### config.mk
export PLATFORM = sky130hd
export DESIGN_NAME = downcount_monitor
export DESIGN_NICKNAME = d
export VERILOG_FILES = /design/src/rtl/downcount_monitor.sv
export SDC_FILE = /design/constraint.sdc
export NUM_CORES = 1
export LEC_CHECK = 0
export ABC_CLOCK_PERIOD_IN_PS = 3600
export CORE_UTILIZATION = 55
export DETAILED_ROUTE_END_ITERATION = 10
export PLACE_DENSITY = 0.78
export SLEW_MARGIN = 25
export SYNTH_ARGS = -nofsm -noshare
export SYNTH_HDL_FRONTEND = slang
export SYNTH_SLANG_ARGS = --single-unit
### constraint.sdc
create_clock -name clk -period 3.6 [get_ports clk]
set_clock_uncertainty 0.05 [all_clocks]
set_input_delay 0.72 -clock clk [delete_from_list [all_inputs] [get_ports clk]]
set_output_delay 0.72 -clock clk [all_outputs]
set_load 0.005 [all_outputs]
### src/rtl/downcount_monitor.sv
// downcount_monitor: checks a down-counting sequence, counts wraps and errors,
// and queues wrap/error events in a small FIFO for a downstream consumer.
module downcount_monitor #(
   parameter int WIDTH  = 4,
   parameter int WRAP_W = 8,
   parameter int ERR_W  = 4,
   parameter int DEPTH  = 4
) (
   input  logic              clk,
   input  logic              reset,
   input  logic [WIDTH-1:0]  count_in,
   input  logic              in_valid,
   input  logic              clear_err,
   output logic              wrap_pulse,
   output logic [WRAP_W-1:0] wrap_count,
   output logic              err_flag,
   output logic [ERR_W-1:0]  err_count,
   output logic              ovf_flag,
   output logic              evt_valid,
   input  logic              evt_ready,
   output logic [WRAP_W:0]   evt_data
);
   localparam int AW = $clog2(DEPTH);
   typedef enum logic [1:0] {ACQUIRE, TRACK, FAULT} state_t;
   state_t state, state_n;
   logic [WIDTH-1:0] prev;
   logic [WRAP_W:0] mem [DEPTH];
   logic [AW-1:0] rd_ptr, wr_ptr;
   logic [AW:0] used;
   logic sample, check, match, wrap, mism, push, pop, full, accept, drop;
   logic [WRAP_W:0] evt_in;
   always_comb begin
      sample  = in_valid && !clear_err;
      check   = sample && state != ACQUIRE;
      match   = count_in == prev - WIDTH'(1);
      wrap    = check && match && prev == '0;
      mism    = check && !match;
      push    = wrap || (mism && state == TRACK);
      pop     = evt_valid && evt_ready;
      full    = used == (AW+1)'(DEPTH);
      accept  = push && (!full || pop);
      drop    = push && full && !pop;
      evt_in  = wrap ? {1'b0, wrap_count + WRAP_W'(1)} : {1'b1, WRAP_W'(count_in)};
      state_n = clear_err ? ACQUIRE : !sample ? state : state == ACQUIRE ? TRACK : mism ? FAULT : state;
   end
   always_ff @(posedge clk) begin
      if (!reset) begin
         state      <= ACQUIRE;
         prev       <= '0;
         wrap_pulse <= 1'b0;
         wrap_count <= '0;
         err_flag   <= 1'b0;
         err_count  <= '0;
         ovf_flag   <= 1'b0;
         rd_ptr     <= '0;
         wr_ptr     <= '0;
         used       <= '0;
      end else begin
         state      <= state_n;
         wrap_pulse <= wrap;
         err_flag   <= !clear_err && (err_flag || mism);
         ovf_flag   <= !clear_err && (ovf_flag || drop);
         used       <= used + (AW+1)'(accept) - (AW+1)'(pop);
         if (sample) prev <= count_in;
         if (wrap) wrap_count <= wrap_count + WRAP_W'(1);
         if (mism && err_count != '1) err_count <= err_count + ERR_W'(1);
         if (accept) wr_ptr <= wr_ptr + AW'(1);
         if (pop) rd_ptr <= rd_ptr + AW'(1);
      end
   end
   // Storage needs no reset: evt_data is forced to zero whenever the FIFO is empty.
   always_ff @(posedge clk) begin
      if (reset && accept) mem[wr_ptr] <= evt_in;
   end
   assign evt_valid = used != '0;
   assign evt_data  = evt_valid ? mem[rd_ptr] : '0;
endmodule
==> run summary <==
The run finished with clean final reports. The tools report the largest vdd supply drop as 0.000355 V. Data on the critical path arrives at its endpoint at 3.45 ns. Per-instance average area after synthesis: 12.7 um^2. The global placement routability congestion was 0.728.

Detailed placement ended at an HPWL of 3520 um. The critical path launch point type is an input pin. In this run, post-CTS repair resized a total of 0 instances.

For the internal power, the log shows 0.00141 W. The category of the most critical setup path was in -> reg. In this run the tool buffered the top-level ports with 33 buffer cells. Setup repair after global routing left no endpoint under its margin. The logs give 0 for the initial antenna violation count and 4 for the number of iterations in the first detailed-routing pass.

Worst-case setup slack after placement: -0.0103 ns. For the pin with the worst max-slew slack, the measured transition is 0.616 ns. 34 I/O pins were placed. The netlist uses 39 different library cells.

The first routing iteration left 72 violations. For the clock share of power, the log shows 0.318. After clock tree synthesis, the setup repair step added 0 buffers. Summing all placed instances gives a cell area of 3410 um^2.

The switching power of the nets is 0.000458 W. The sequential power share was 0.469; the leftover overflow at the end of global routing was 0. Leaving out fill and tap cells, the most frequent cell in the layout is edfxtp_1. The tools report the clock latency reported for the late side of the worst-skew pair as 0.34 ns. The signal on the critical path passes through clkdlybuf4s50_1 -> xor3_1 -> or3_1 -> o2111ai_1 -> buf_4 -> nand4_1 -> a21bo_2 -> ha_1 -> fa_1 -> and2_1.

The tools report the number of clock buffers inserted by TritonCTS as 9. The proportion of synthesized flip-flops having asynchronous set or reset is 0, and the routed wire length is 5110 um. Broken down by cell family, the worst path's largest delay share belongs to buffers and inverters. The final core area utilization was 0.700.

The first global-routing pass estimated 8250 um of wire. In this run, synthesis inferred 36 flip-flops with an integrated enable. The floorplan step defined a die boundary enclosing 5690 um^2. Synthesis inferred 66 register bits. Compared with the post-synthesis result, the final layout area differs by 21.2%.

The worst hold path class is reg -> reg. The net switching share of the total power works out to 0.246. The finished cells cover 3600 um^2. The run gives 0 as the number of maximum-capacitance constraint violations. The routed layout has 1869 vias.

Fraction of the cycle the final worst path needs: 0.909. The cts-stage hold buffer count was 0. For this design the static power due to leakage is 1.34 nW.

For the relative contribution of combinational cells to total power, the log shows 0.214. The ratio of cells with drive above 1 in the final layout was 0.144; the largest incremental delay on the critical path was 0.50 ns. The starting density of the core came out at 0.577. The logs give 0 for the hold violation count in the final report and 0.329 ns for the worst setup slack after layout. The number of design rule violations left after detail routing was 0; the power density over cell area was 518 nW/um^2. The largest fanout on the critical path was 2; the sequential element share of the synthesized area was 0.567.

Entering global routing, the biggest net connects 24 pins. Number of global-route vias before repair: 1764. In the synthesized netlist the dominant register cell turns out to be edfxtp_1. The region available for standard cell placement spans 5140 um^2. The run gives 3 as the H-tree level count. The floorplan has 26 rows. The final-report max-slew violation count came out at 0. The die is 75.5 um tall. Endpoint type of the worst setup path: a register. The logs give 0 for the count of warnings emitted by yosys and 415 for the fill cell total of the finished layout. The die is 75.5 um wide. At the worst endpoint, the required time is 3.78 ns. CTS placed an instance of clkbuf_8 at the clock tree root. The maximum clock insertion buffer count is 2. Setup violations remaining at the end of the flow were counted as 0. The clock-pin transition on the worst setup and hold timing paths is 0.06 ns. The minimum period implied by the final worst setup slack was 3.27 ns; the buffers plus inverters on the worst setup path was 2. For this run, the post-layout net count is 299. The clock net in this run drives a total of 66 sinks.

The number of nets in the synthesized netlist is 253. Counting every instance in the synthesized netlist gives 234. On the critical path, the stage with the largest delay is an instance of clkdlybuf4s50_1.

For the worst slew slack as a fraction of its limit, the log shows 0.589. The total global routing track utilization is 0.205. For the antenna diode count, the log shows 0. The detail route stage leaves a number of antenna-violating nets equal to 0. For this run, the top clock speed supported by timing is 0.306 GHz. The cell area that synthesis handed to floorplanning was 2970 um^2.

In the layout the commonest cells are edfxtp_1, clkdlybuf4s50_1, dfxtp_1. TritonCTS built the clock tree. Using the TritonRoute via totals, the vias-per-cell ratio works out to 5.26. The detailed-route wire length per cell is 14.4 um.
## worst min-delay path, stage by stage (launching register included)
cell and delay [ns]:
dfxtp_1 0.33, nor2_1 0.05, nor2_1 0.06
## sequential cells by signal, indices dropped and copies added (netlist names), named ones only
name        cells
prev            4
wrap_count      8
used            3
wr_ptr          2
rd_ptr          2
err_flag        1
state           2
ovf_flag        1
wrap_pulse      1
mem            36
err_count       4
## path summary, 6_finish.rpt
path,start,to,slack [ns],cells after the start
max,count_in[2],used[1],0.33,10
max reg2reg,prev[0],used[1],0.58,11
min,err_flag,err_flag,0.42,2
min reg2reg,err_flag,err_flag,0.42,2
## synth_stat cells (2+ instances only)
| library cell | instances | area (um^2) |
|---|---|---|
| nand3_1 | 4 | 20.0 |
| and4b_1 | 2 | 20.0 |
| and2_1 | 11 | 68.8 |
| buf_2 | 2 | 10.0 |
| xnor2_1 | 10 | 87.6 |
| and3_1 | 9 | 56.3 |
| dfxtp_1 | 30 | 601 |
| nor2_1 | 27 | 101 |
| nor3_1 | 3 | 15.0 |
| nand2_1 | 13 | 48.8 |
| nand2b_1 | 3 | 18.8 |
| clkbuf_1 | 4 | 15.0 |
| ha_1 | 9 | 113 |
| a21oi_1 | 8 | 40.0 |
| mux4_2 | 9 | 203 |
| inv_1 | 6 | 22.5 |
| or3_1 | 4 | 25.0 |
| nand4_1 | 5 | 31.3 |
| edfxtp_1 | 36 | 1080 |
| xor2_1 | 11 | 96.3 |
| mux2i_1 | 7 | 70.1 |
| o21ai_0 | 4 | 20.0 |
## layer usage
| layer | global-route usage | wire [um] |
|---|---|---|
| met5 | 0 | 0 |
| met4 | 0.0988 | 106 |
| met3 | 0.0648 | 199 |
| met2 | 0.330 | 2460 |
| met1 | 0.253 | 2340 |
## cell families after synthesis
kind of cell               synth area share
AOI/OAI and AO/OA                    0.0392
xor gates and xnor gates             0.0700
adders and majority gates            0.0447
buffers and inverters                0.0257
DFF                                   0.567
muxes                                0.0957
and+or+nand+nor                       0.158
## power by group through the flow
stage	Clock, W	Combinational (W)	Sequential, W
after floorplan	0	0.000278	0.000853
after global placement	0	0.000391	0.000891
after detailed placement	0	0.000404	0.000893
after CTS	0.000605	0.000405	0.000877
after global routing	0.000637	0.000443	0.000884
final	0.000592	0.000398	0.000874
## final cells by class
class	count	area (um^2)	share of cell area
clock buffer	12	145	0.0403
clock inverter	4	42.5	0.0118
inverter	7	26.3	0.00730
multi-input combinational	153	1210	0.336
sequential	66	1680	0.467
tap	70	87.6	0.0243
timing repair buffer	43	405	0.113
## metrics by stage
| stage | TNS (ns) | hold WS, ns | instances | total power (W) |
|---|---|---|---|---|
| 2_1_floorplan | 0 | 0.415 | 234 | 0.00113 |
| 3_3_place_gp | 0 | 0.411 | 339 | 0.00128 |
| 3_5_place_dp | -0.0144 | 0.415 | 339 | 0.00130 |
| 4_1_cts | 0 | 0.425 | 355 | 0.00189 |
| 5_1_grt | 0 | 0.469 | 355 | 0.00196 |
| 6_report | 0 | 0.419 | 355 | 0.00186 |
Power figures use the tool's default switching activity.
